===== config.mk =====
export PLATFORM = sky130hd
export DESIGN_NAME = mips_control_signal_immediate_stage_flat
export DESIGN_NICKNAME = d
export VERILOG_FILES = /design/src/rtl/mips_control_signal_immediate_stage_if.sv /design/src/rtl/mips_control_signal_immediate_stage.sv /design/src/flat_wrapper.sv
export SDC_FILE = /design/constraint.sdc
export NUM_CORES = 1
export LEC_CHECK = 0
export BUFFER_PORTS_ARGS = -buffer_cell sky130_fd_sc_hd__buf_2
export CORE_ASPECT_RATIO = 1.2
export CORE_MARGIN = 5
export CORE_UTILIZATION = 25
export CTS_CLUSTER_DIAMETER = 200
export CTS_CLUSTER_SIZE = 40
export DETAILED_ROUTE_END_ITERATION = 6
export SETUP_SLACK_MARGIN = 0.2
export SYNTH_ARGS = -nofsm -noshare
export SYNTH_HDL_FRONTEND = slang
export SYNTH_SLANG_ARGS = --single-unit

===== constraint.sdc =====
create_clock -name clock -period 4.63 [get_ports clock]
set_input_delay 0.463 -clock clock [delete_from_list [all_inputs] [get_ports clock]]
set_output_delay 0.463 -clock clock [all_outputs]
set_load 0.05 [all_outputs]

===== src/rtl/mips_control_signal_immediate_stage_if.sv =====
// -----------------------------------------------------------------------------
// mips_control_signal_immediate_stage_if
//   Handshake bundle between decode, the immediate stage and execute.
//   Request side : in_valid / in_ready / in_imm16 / in_extend / in_shift / in_tag
//   Response side: out_valid / out_ready / out_imm32 / out_tag
//   master : drives requests and out_ready (decode + execute side)
//   slave  : the immediate stage itself
// -----------------------------------------------------------------------------
interface mips_control_signal_immediate_stage_if #(
   parameter int TAG_W = 5
) ();
   logic             in_valid;
   logic             in_ready;
   logic [15:0]      in_imm16;
   logic             in_extend;
   logic             in_shift;
   logic [TAG_W-1:0] in_tag;
   logic             out_valid;
   logic             out_ready;
   logic [31:0]      out_imm32;
   logic [TAG_W-1:0] out_tag;

   modport master (
      output in_valid, in_imm16, in_extend, in_shift, in_tag, out_ready,
      input  in_ready, out_valid, out_imm32, out_tag
   );

   modport slave (
      input  in_valid, in_imm16, in_extend, in_shift, in_tag, out_ready,
      output in_ready, out_valid, out_imm32, out_tag
   );
endinterface


===== src/rtl/mips_control_signal_immediate_stage.sv =====
// -----------------------------------------------------------------------------
// mips_control_signal_immediate_stage
//   Expands a 16-bit MIPS immediate to 32 bits (sign/zero extend or LUI shift)
//   on entry and holds it in a 2-entry skid buffer (EMPTY / ONE / FULL) in
//   strict FIFO order. All outputs come straight from registers.
//
// Ports
//   clock       : rising-edge clock
//   reset_n     : asynchronous active-low reset
//   flush       : empties the buffer on the next edge, beats accept/retire
//   bus         : slave modport of mips_control_signal_immediate_stage_if
//   stall_count : (optional) cycles with out_valid=1 and out_ready=0,
//                 saturating, cleared by reset only
//
// Configuration
//   MIPS_CONTROL_SIGNAL_IMMEDIATE_STAGE_STATS_EN : adds stall_count
// -----------------------------------------------------------------------------
module mips_control_signal_immediate_stage #(
   parameter int TAG_W = 5
) (
   input  logic clock,
   input  logic reset_n,
   input  logic flush,
   mips_control_signal_immediate_stage_if.slave bus
`ifdef MIPS_CONTROL_SIGNAL_IMMEDIATE_STAGE_STATS_EN
   ,
   output logic [15:0] stall_count
`endif
);

   typedef enum logic [1:0] {
      EMPTY = 2'd0,
      ONE   = 2'd1,
      FULL  = 2'd2
   } state_t;

   typedef struct packed {
      logic [31:0]      imm;
      logic [TAG_W-1:0] tag;
   } entry_t;

   function automatic logic [31:0] expand(input logic [15:0] imm16,
                                          input logic        extend,
                                          input logic        shift);
      if (shift)       return {imm16, 16'h0000};
      else if (extend) return {16'h0000, imm16};
      else             return {{16{imm16[15]}}, imm16};
   endfunction

   state_t state_q;
   entry_t head_q;
   entry_t tail_q;
   logic   in_ready_q;
   logic   out_valid_q;

   entry_t new_entry_d;
   logic   accept;
   logic   retire;

   assign new_entry_d = {expand(bus.in_imm16, bus.in_extend, bus.in_shift), bus.in_tag};
   assign accept      = bus.in_valid & in_ready_q;
   assign retire      = out_valid_q & bus.out_ready;

   assign bus.in_ready  = in_ready_q;
   assign bus.out_valid = out_valid_q;
   assign bus.out_imm32 = head_q.imm;
   assign bus.out_tag   = head_q.tag;

   // in_ready/out_valid are updated together with the state so they are
   // registered flags, never decoded from out_ready.
   always_ff @(posedge clock or negedge reset_n) begin
      if (!reset_n) begin
         // NOTE: the two entry registers are reset too, because out_imm32 and
         // out_tag must read zero while reset is held.
         state_q     <= EMPTY;
         head_q      <= '0;
         tail_q      <= '0;
         in_ready_q  <= 1'b0;
         out_valid_q <= 1'b0;
      end else if (flush) begin
         state_q     <= EMPTY;
         in_ready_q  <= 1'b1;
         out_valid_q <= 1'b0;
      end else begin
         // NOTE: non-blocking assignments so every branch reads the pre-edge
         // values of head_q/tail_q (the FULL->ONE move depends on it).
         case (state_q)
            EMPTY: begin
               // First edge after reset arms in_ready here.
               in_ready_q <= 1'b1;
               if (accept) begin
                  head_q      <= new_entry_d;
                  state_q     <= ONE;
                  out_valid_q <= 1'b1;
               end
            end
            ONE: begin
               if (accept && !retire) begin
                  tail_q     <= new_entry_d;
                  state_q    <= FULL;
                  in_ready_q <= 1'b0;
               end else if (retire && !accept) begin
                  state_q     <= EMPTY;
                  out_valid_q <= 1'b0;
               end else if (accept && retire) begin
                  head_q <= new_entry_d;
               end
            end
            FULL: begin
               // in_ready is low, so no accept can happen in this state.
               if (retire) begin
                  head_q     <= tail_q;
                  state_q    <= ONE;
                  in_ready_q <= 1'b1;
               end
            end
            default: begin
               state_q     <= EMPTY;
               in_ready_q  <= 1'b1;
               out_valid_q <= 1'b0;
            end
         endcase
      end
   end

`ifdef MIPS_CONTROL_SIGNAL_IMMEDIATE_STAGE_STATS_EN
   logic [15:0] stall_count_q;

   // Deliberately not cleared by flush: the count spans redirects.
   always_ff @(posedge clock or negedge reset_n) begin
      if (!reset_n) begin
         stall_count_q <= '0;
      end else if (out_valid_q && !bus.out_ready && (stall_count_q != 16'hFFFF)) begin
         stall_count_q <= stall_count_q + 16'd1;
      end
   end

   assign stall_count = stall_count_q;
`endif

endmodule


===== src/flat_wrapper.sv =====
// flat-port wrapper written by rule: the top's interface ports become plain ports
module mips_control_signal_immediate_stage_flat 
#(
   parameter int TAG_W = 5
)
  (clock, reset_n, flush, bus_in_valid, bus_in_imm16, bus_in_extend, bus_in_shift, bus_in_tag, bus_out_ready, bus_in_ready, bus_out_valid, bus_out_imm32, bus_out_tag);
  mips_control_signal_immediate_stage_if #(.TAG_W(TAG_W)) bus_i ();
  input  logic clock;
  input  logic reset_n;
  input  logic flush;
  input wire logic [$bits(bus_i.in_valid)-1:0] bus_in_valid;
  input wire logic [$bits(bus_i.in_imm16)-1:0] bus_in_imm16;
  input wire logic [$bits(bus_i.in_extend)-1:0] bus_in_extend;
  input wire logic [$bits(bus_i.in_shift)-1:0] bus_in_shift;
  input wire logic [$bits(bus_i.in_tag)-1:0] bus_in_tag;
  input wire logic [$bits(bus_i.out_ready)-1:0] bus_out_ready;
  output wire logic [$bits(bus_i.in_ready)-1:0] bus_in_ready;
  output wire logic [$bits(bus_i.out_valid)-1:0] bus_out_valid;
  output wire logic [$bits(bus_i.out_imm32)-1:0] bus_out_imm32;
  output wire logic [$bits(bus_i.out_tag)-1:0] bus_out_tag;
  assign bus_i.in_valid = bus_in_valid;
  assign bus_i.in_imm16 = bus_in_imm16;
  assign bus_i.in_extend = bus_in_extend;
  assign bus_i.in_shift = bus_in_shift;
  assign bus_i.in_tag = bus_in_tag;
  assign bus_i.out_ready = bus_out_ready;
  assign bus_in_ready = bus_i.in_ready;
  assign bus_out_valid = bus_i.out_valid;
  assign bus_out_imm32 = bus_i.out_imm32;
  assign bus_out_tag = bus_i.out_tag;
  mips_control_signal_immediate_stage #(.TAG_W(TAG_W)) u_core (.clock(clock), .reset_n(reset_n), .flush(flush), .bus(bus_i));
endmodule

# == Word level (Yosys, flattened, before mapping) ==
# Index checks and enable logic that the tools add are counted.
# totals
regBits,78
word_cells,59
out_inout_bits,39
in_bits,28
# classes
bitwise_logic,3
reduce_logical,12
n_mux,23
n_eq_ne,14
# op_table
op,count
37-bit 2-to-1 mux,5
37-bit case mux with 3 select lines,1
32-bit 2-to-1 mux,2
3-bit by 2-bit inequality test with 1-bit output (second input constant),4
2-bit 2-to-1 mux,5
1-bit 2-to-1 mux,7
7-bit AND reduction,1
2-bit by 1-bit inequality test with 1-bit output (second input constant),3
2-bit inequality test (second input constant),3
2-bit case mux with 3 select lines,1
3-bit AND reduction,2
4-bit by 2-bit inequality test with 1-bit output (second input constant),1
4-bit AND reduction,1
1-bit logical AND,3
3-bit inequality test (second input constant),1
1-bit case mux with 3 select lines,1
3-bit nonzero test,1
1-bit bitwise AND,2
2-bit by 1-bit == test with 1-bit output (second input constant),1
2-bit == test (second input constant),1
1-bit zero test,2
2-bit zero test,1
1-bit case mux with 2 select lines,1
2-bit AND reduction,1
1-bit NOT,1

# == Depth between registers and ports, before layout ==
# Gate-level depths: netlist of run 1.
# logic_depth
ltp_word,7
mapped_depth,9
depth_no_buf,7

# == Worst setup path before layout of run 1 ==
# Ideal clock, no wire load.
# synth_path
kind,reg-to-reg
start,"register u_core.in_ready_q, in the netlist u_core.bus.in_ready"
end,register u_core.head_q (netlist bit u_core.bus.out_imm32[31])
required_time_ns,4.502
period_less_slack_ns,2.236
t_arrival_ns,2.108
setup_time_ns,0.128
stages_incl_launch_ff,9
path_slack_ns,2.394
path_buffers,1
cell_sequence,dfrtp_1 > nand2_1 > inv_1 > ha_1 > nor3b_4 > a211oi_4 > or2_1 > buf_6 > mux2_1
# synth_via
elab_chain_cells,5
word_cells_on_any_way,10
classes_between,eq/ne (4); bitwise (1); reduce/logical (5)
# synth_rtl
element,line_no,rtl
start: declaration,mips_control_signal_immediate_stage.sv:53,logic in_ready_q;
start signal: assignment,mips_control_signal_immediate_stage.sv:78,in_ready_q <= 1'b0;
start signal: assignment,mips_control_signal_immediate_stage.sv:82,in_ready_q <= 1'b1;
start signal: assignment,mips_control_signal_immediate_stage.sv:90,in_ready_q <= 1'b1;
1-bit bitwise AND *,mips_control_signal_immediate_stage.sv:61,assign accept = bus.in_valid & in_ready_q;
1-bit zero test,mips_control_signal_immediate_stage.sv:102,end else if (retire && !accept) begin
1-bit logical AND,mips_control_signal_immediate_stage.sv:102,
2-bit inequality test (no source line),-,
7-bit AND reduction (no source line) *,-,
end signal: assignment,mips_control_signal_immediate_stage.sv:92,head_q <= new_entry_d;
end signal: assignment,mips_control_signal_immediate_stage.sv:106,head_q <= new_entry_d;
end signal: assignment,mips_control_signal_immediate_stage.sv:112,head_q <= tail_q;
end: declaration,mips_control_signal_immediate_stage.sv:51,entry_t head_q;
# Every way passes the cells marked *; elsewhere a longest branch is shown, timed or not.
# A chain may end at the register's enable or synchronous reset.

# == Worst setup path in the final report of run 1 ==
# Same ends and word-level chain as after synthesis.

==> qor.yml, run 1 <==
outcome:
  outcome: "finished clean"
detailed_routing:
  routed_wirelength_um: 10200
  drtIter0Drc: 155
  total_drc_errors_in_the_routed_layout: 0
  routed_via_density: 4.58
  detail_route.first_pass.iterations: 4
  dr_total_vias: 2962
  wl_per_cell_um: 15.8
  drtAntennaViolNets: 0
setup_path:
  reg2reg_to: "u_core.bus.out_imm32[31]$_DFFE_PN0P_"
  startpoint_type_of_the_worst_setup_path: "register"
  critical_path.max_fanout: 37
  critical_path.endpoint_type: "register"
  reg2reg_from: "u_core.bus.in_ready$_DFFE_PN0P_"
  r2r_setup_slack_ps: 1700
  timing.critical_path.arrival_ps: 3150
  cp_data_required_time_ps: 4850
  number_of_cells_on_the_worst_reg_to_reg_path: 8
  setup.worst_path.class: "reg2reg"
synth:
  yosysSeqAreaShare: 0.515
  yosys_warnings: 0
  count_of_flip_flops_with_a_built_in_enable_after_synthesis: 0
  synth.lib_cells_used.distinct: 30
  synth-compound-area-share: 0.268
  largest_family_of_logic_cells_by_synthesized_area: "compound AO/OA/AOI/OAI gates"
  synth-async-reset-ratio: 1.00
  synth_fa_ha_area_frac: 0.00990
  yosys-mux-area-fraction: 0.0310
  post_synth_and_or_nand_nor_area_fraction: 0.126
  syn-mean-instance-area_um2: 9.72
  ys_ff_latch: 78
  synthesis.nets: 421
  dominantRegCellSynth: "dfrtp_1"
  synth.most_common_cell: "o21ai_0"
  post_synth_xor_area_fraction: 0
  synth_area_um2: 3790
  yosys-top-cells-count: "87 x o21ai_0, 78 x dfrtp_1, 37 x nand2_1, 35 x nor2_1, 33 x a21oi_1"
  synth_top_area_frac: 0.515
  yosysTopAreaCell: "dfrtp_1"
  netlist_top_cells_area: "dfrtp_1 51%, o21ai_0 11%, o31ai_4 5.0%, a21oi_1 4.4%, nand2_1 3.7%"
  synth_cells: 390
grt:
  grt_max_degree: 79
  grt_util_all_layers: 0.119
  grt_use_met2: 0.196
  grt_most_used_layer: "met2"
  grt_first_pass_wirelength_um: 16600
  grt_pass1_vias: 3048
  grt.met3_usage: 0.0323
  antenna_found_initial: 0
  grt_remaining_overflow: 0
  globalRouteMet1Util: 0.151
finish:
  stdcell_area_um2: 4560
  fillers: 1605
  num_antenna_cells: 0
  synthToLayoutAreaGrowth_pct: 20.1
  layout.cells.non_filler: 647
  footprint_of_the_multi_input_gates_um2: 1660
  finalNetCount: 469
  area.sequential_um2: 1950
  final_layout_size_suffix_gt1_frac: 0.244
  finalCoreUtilization: 0.305
place:
  place.detailed.instances: 631
  placement.setup.worst_slack_ps: 1540
  placedInstanceArea_um2: 4250
  detailed_place_hpwl_um: 6830
  port-buffer-count: 66
  gpl.final_weighted_congestion: 0.738
worst_hold_path:
  min_path_type: "in2async"
sta:
  finalMaxSlewViolations: 0
  timing.final.crit_period_ps: 2930
  relSlewSlack: 0.316
  period_share: 0.633
  postLayoutSetupSlackWorst_ps: 1700
  max_clock_freq_mhz: 341
  final.setup_skew_ps: 3.24
  tns_ps: 0
  max_slew.worst_pin.slew_ps: 1030
  rsz0062_at_grt: "false"
  setup_viol: 0
  final_hold_viol_count: 0
floorplanning:
  chipWidth_um: 122
  die_h_um: 145
  die_area_um2: 17700
  pin_count: 67
  floorplan.initialDensity: 0.254
  std_cell_rows: 49
  core-area_um2: 15000
cts:
  post_cts_sizing_count: 0
  holdBufCountCts: 0
  cts.sinks: 78
  clk_lat_worst_skew_ps: 330
  cts-root-buf: "clkbuf_16"
  worst_setup_hold_path_clk_slew_ps: 60
  htree_levels: 3
  cts.repair_timing.setup_buffer_count: 0
  tritoncts_buffer_count: 9
  maximum_buffer_depth_of_the_clock_tree: 2
  tritoncts: "built"
job:
  cap_violations: 0
pwr:
  power.leakage_nw: 2.04
  power_per_cell_area_nw_per_um2: 500
  worst_ir_drop_vdd_v: 0.000207
final cells by class:
class | instances | area share
clock inverters | 4 | 0.00989
repair buffers | 70 | 0.0796
clock buffers | 12 | 0.0563
flip-flops and latches | 78 | 0.428
multi-input cells | 273 | 0.365
well taps | 204 | 0.0560
inverters | 6 | 0.00494
report_power, final:
| group | internal [W] | switching (W) |
|---|---|---|
| logic | 0.000173 | 0.000466 |
| registers | 0.000844 | 0.0000848 |
| clock network | 0.000444 | 0.000265 |
| total | 0.00146 | 0.000816 |
flip-flops by register name (all words and copies together) (netlist names):
| register | count |
|---|---|
| u_core.bus.in_ready | 1 |
| u_core.state_q | 2 |
| u_core.bus.out_valid | 1 |
| u_core.bus.out_imm32 | 32 |
| u_core.bus.out_tag | 5 |
| u_core.tail_q | 37 |
cell families (layout without fill, tap and decap cells):
logic type                 after synthesis  after routing
AOI/OAI and AO/OA                      159            159
and+or+nand+nor                        100            100
DFF                                     78             78
buffers and inverters                   39             92
muxes                                   11             11
adders and majority gates                3              3
worst max-delay path by stage:
stage / start / to / slack, ps / cells after the start
after detailed placement: bus_out_ready / u_core.bus.out_imm32[31]$_DFFE_PN0P_ / 1540 / 9
final: u_core.bus.in_ready$_DFFE_PN0P_ / u_core.bus.out_imm32[31]$_DFFE_PN0P_ / 1700 / 8
after floorplan: u_core.bus.in_ready$_DFFE_PN0P_ / u_core.bus.out_imm32[31]$_DFFE_PN0P_ / 2390 / 8
after CTS: u_core.bus.in_ready$_DFFE_PN0P_ / u_core.bus.out_imm32[31]$_DFFE_PN0P_ / 1670 / 8
after global routing: u_core.bus.in_ready$_DFFE_PN0P_ / u_core.bus.out_imm32[31]$_DFFE_PN0P_ / 1500 / 8
after global placement: bus_in_valid / u_core.bus.out_imm32[31]$_DFFE_PN0P_ / 1650 / 9
placed cells by master (no fill, tap or decap), drive strengths merged, types with 5 or more instances in the layout:
master,instances
mux2i,5
inv,6
clkbuf,12
a211oi,16
nand2b,18
buf,70
nand2,37
a21oi,33
o31ai,15
mux2,6
dfrtp,78
nor2,35
o21ai,94
layer usage:
| layer | vias up | routed length (µm) | part of all wire |
|---|---|---|---|
| met5 | - | 0 | 0 |
| met1 | 1435 | 4470 | 0.44 |
| met3 | 10 | 496 | 0.048 |
| met4 | 0 | 133 | 0.013 |
| li1 | 1458 | - | - |
| met2 | 59 | 5140 | 0.50 |
per-stage QoR:
stage / total power [W] / hold slack [ps]
after floorplan: 0.00140 / 167
final: 0.00228 / 305
after global routing: 0.00240 / 368
after detailed placement: 0.00159 / 471
after CTS: 0.00231 / 348
after global placement: 0.00157 / 464
worst max-delay path, cell delays in order (launching register included):
cell and delay [ps]:
dfrtp_1 420, nand2_1 100, inv_1 110, ha_1 290, nor3b_4 80, a211oi_4 210
buf_4 360, or2_2 870, mux2_1 380
(Power assumes the default switching activity.)
==> run 2, diff against run 1 <==
- ABC_AREA: unset -> 1
- clock period: 4.63 -> 3.1 ns (I/O delays scaled with it)
==> run 2 against run 1 <==
Compared with the run above:
- fmax up 34%
- clock-buffer cell count unchanged
- synthesized area rose by 6.0%
- clock power is 52% higher
- core utilization shrank 0.25 points
- sequential power up 74%
- global-route usage fell by 1.1 points
- highest routed layer is now met5
==> qor.yml, run 2 <==
outcome:
  outcome: "finished clean"
setup_path:
  setup.worst_path.class: "reg2reg"
  critical_path.endpoint_type: "register"
  r2r_setup_slack_ps: 920
  timing.critical_path.arrival_ps: 2390
  critical_path.max_fanout: 37
  cp_data_required_time_ps: 3310
  startpoint_type_of_the_worst_setup_path: "register"
pwr:
  swShare: 0.449
  worst_ir_drop_vdd_v: 0.000346
  p_int_w: 0.00265
  combinational_group_share_of_total_power: 0.439
  seq_power_share: 0.337
  power_per_cell_area_nw_per_um2: 1010
  power.leakage_nw: 2.44
  netSwitchingPower_w: 0.00216
  clock_power_frac: 0.225
sta:
  tns_ps: 0
  worst_hold_slack_ps: 192
  period_share: 0.704
  final.setup_skew_ps: 7.90
  max_slew.worst_pin.slew_ps: 780
  postLayoutSetupSlackWorst_ps: 919
  finalMaxSlewViolations: 0
  timing.final.crit_period_ps: 2180
  relSlewSlack: 0.479
  final_hold_viol_count: 0
  max_clock_freq_mhz: 458
  setup_viol: 0
  rsz0062_at_grt: "false"
finish:
  synthToLayoutAreaGrowth_pct: 18.0
  num_antenna_cells: 0
  final_layout_size_suffix_gt1_frac: 0.243
  stdcell_area_um2: 4740
  registers.top_by_ff_count: "u_core.tail_q"
  largest_reg_flops: 37
  finalNetCount: 581
  layout.cells.most_common_list: "171 x nand2_1, 78 x dfrtp_1, 65 x buf_2"
  most_common_cell_after_layout_fill_and_taps_aside: "nand2_1"
cts:
  tritoncts_buffer_count: 9
  clk_lat_worst_skew_ps: 340
  htree_levels: 3
  post_cts_sizing_count: 0
  maximum_buffer_depth_of_the_clock_tree: 2
  cts.sinks: 78
  tritoncts: "built"
  cts-root-buf: "clkbuf_16"
  worst_setup_hold_path_clk_slew_ps: 60
synth:
  yosysSeqAreaShare: 0.486
  synth.lib_cells_used.distinct: 24
  dominantRegCellSynth: "dfrtp_1"
  yosys-top-cells-count: "171 x nand2_1, 78 x dfrtp_1, 60 x inv_1, 48 x o21ai_0, 36 x o21ai_2"
  synth_cells: 495
  yosys_warnings: 0
  netlist_top_cells_area: "dfrtp_1 49%, nand2_1 16%, o21ai_2 7.8%, o21ai_0 6.0%, inv_1 5.6%"
  post_synth_and_or_nand_nor_area_fraction: 0.234
  synth-compound-area-share: 0.154
  yosys-mux-area-fraction: 0
  count_of_flip_flops_with_a_built_in_enable_after_synthesis: 0
  synthesis.nets: 526
  largest_family_of_logic_cells_by_synthesized_area: "simple AND/OR/NAND/NOR gates"
  synth_area_um2: 4020
  synth.most_common_cell: "nand2_1"
  ys_ff_latch: 78
  synth-async-reset-ratio: 1.00
  post_synth_xor_area_fraction: 0
  synth_top_area_frac: 0.486
  syn-mean-instance-area_um2: 8.12
  synth_fa_ha_area_frac: 0.00934
  yosysTopAreaCell: "dfrtp_1"
grt:
  grt_max_degree: 74
  grt_pass1_vias: 3071
  grt_first_pass_wirelength_um: 16100
  grt_util_all_layers: 0.108
  grt_remaining_overflow: 0
  antenna_found_initial: 1
floorplanning:
  die_area_um2: 18700
  floorplan.initialDensity: 0.256
  std_cell_rows: 50
  chipWidth_um: 126
  pin_count: 67
  core-area_um2: 15700
  die_h_um: 149
job:
  cap_violations: 0
place:
  gpl.final_weighted_congestion: 0.791
  detailed_place_hpwl_um: 7050
  placedInstanceArea_um2: 4430
  placement.setup.worst_slack_ps: 855
  port-buffer-count: 66
detailed_routing:
  total_drc_errors_in_the_routed_layout: 0
  routed_wirelength_um: 9880
  dr_total_vias: 3214
  wl_per_cell_um: 12.9
  detail_route.first_pass.iterations: 4
  drtIter0Drc: 197
  drtAntennaViolNets: 0
  routed_via_density: 4.21
worst_hold_path:
  min_path_type: "in2reg"
## run 2: cell types whose count changed after synthesis, sizes merged, moves of 6 or more
cell and delta:
nand2 +142, inv +58, a21oi -31, nand3 +22, nand2b -18, clkbuf -17
a211oi -16, o31ai -15, buf +11, nor2 -11, mux2 -6
## run 2: critical path, stage by stage (launching register included)
cell	delay, ps
dfrtp_1	390
nand2_1	150
inv_1	80
ha_1	240
nor2_1	100
nand2_1	90
nand2_4	80
nand3_4	400
buf_12	370
nand2_1	90
o21ai_2	50
## run 2: timing repair
item | CTS | global route
hold endpoints to repair | 35 | 0
hold buffers | 1 | 0
endpoints found under the setup margin | 0 | 0
setup buffers | 0 | 0
## run 2: cell families (layout without fill, tap and decap cells)
group                      after synthesis  in the layout
DFF                                     78             78
and+or+nand+nor                        228            228
buffers and inverters                   91            151
adders and majority gates                3              3
AOI/OAI and AO/OA                       95             95
## run 2: area by class of cell
| cell class | count | area, µm² |
|---|---|---|
| Sequential cell | 78 | 1950 |
| Inverter | 64 | 245 |
| Tap cell | 208 | 260 |
| Fill cell | 1662 | 11000 |
| Timing Repair Buffer | 71 | 385 |
| Clock buffer | 12 | 256 |
| Clock inverter | 4 | 45.0 |
| Multi-Input combinational cell | 326 | 1600 |
## run 2: power groups by stage
stage	Sequential [W]	Combinational [W]	Clock, W
2_1_floorplan	0.00233	0.00104	0
3_3_place_gp	0.00163	0.00212	0
3_5_place_dp	0.00164	0.00215	0
4_1_cts	0.00163	0.00216	0.00111
5_1_grt	0.00167	0.00232	0.00116
6_report	0.00162	0.00211	0.00108
## run 2: path summary, 6_finish.rpt
| check | from | end | cells past startpoint |
|---|---|---|---|
| min in group asynchronous | reset_n | u_core.tail_q[2]$_DFFE_PN0P_ | 2 |
| setup / recovery | u_core.bus.in_ready$_DFFE_PN0P_ | u_core.bus.out_imm32[9]$_DFFE_PN0P_ | 10 |
| hold reg to reg | u_core.bus.out_imm32[9]$_DFFE_PN0P_ | u_core.bus.out_imm32[9]$_DFFE_PN0P_ | 2 |
| max in group asynchronous | reset_n | u_core.tail_q[33]$_DFFE_PN0P_ | 3 |
| setup reg to reg | u_core.bus.in_ready$_DFFE_PN0P_ | u_core.bus.out_imm32[9]$_DFFE_PN0P_ | 10 |
| hold / removal | bus_in_tag[3] | u_core.tail_q[3]$_DFFE_PN0P_ | 3 |
## run 2: stage by stage
step	power, W	utilization	cells
2_1_floorplan	0.00337	-	495
3_3_place_gp	0.00375	0.282	746
3_5_place_dp	0.00379	0.282	746
4_1_cts	0.00490	0.302	763
5_1_grt	0.00515	0.302	763
6_report	0.00481	0.302	763
## run 2: layer usage
metal,global-route usage,share of wire,vias to the layer above
li1,-,-,1648
met1,0.130,0.43,1475
met2,0.183,0.50,73
met3,0.0261,0.044,16
met4,0.0488,0.022,2
met5,0,0.0020,-
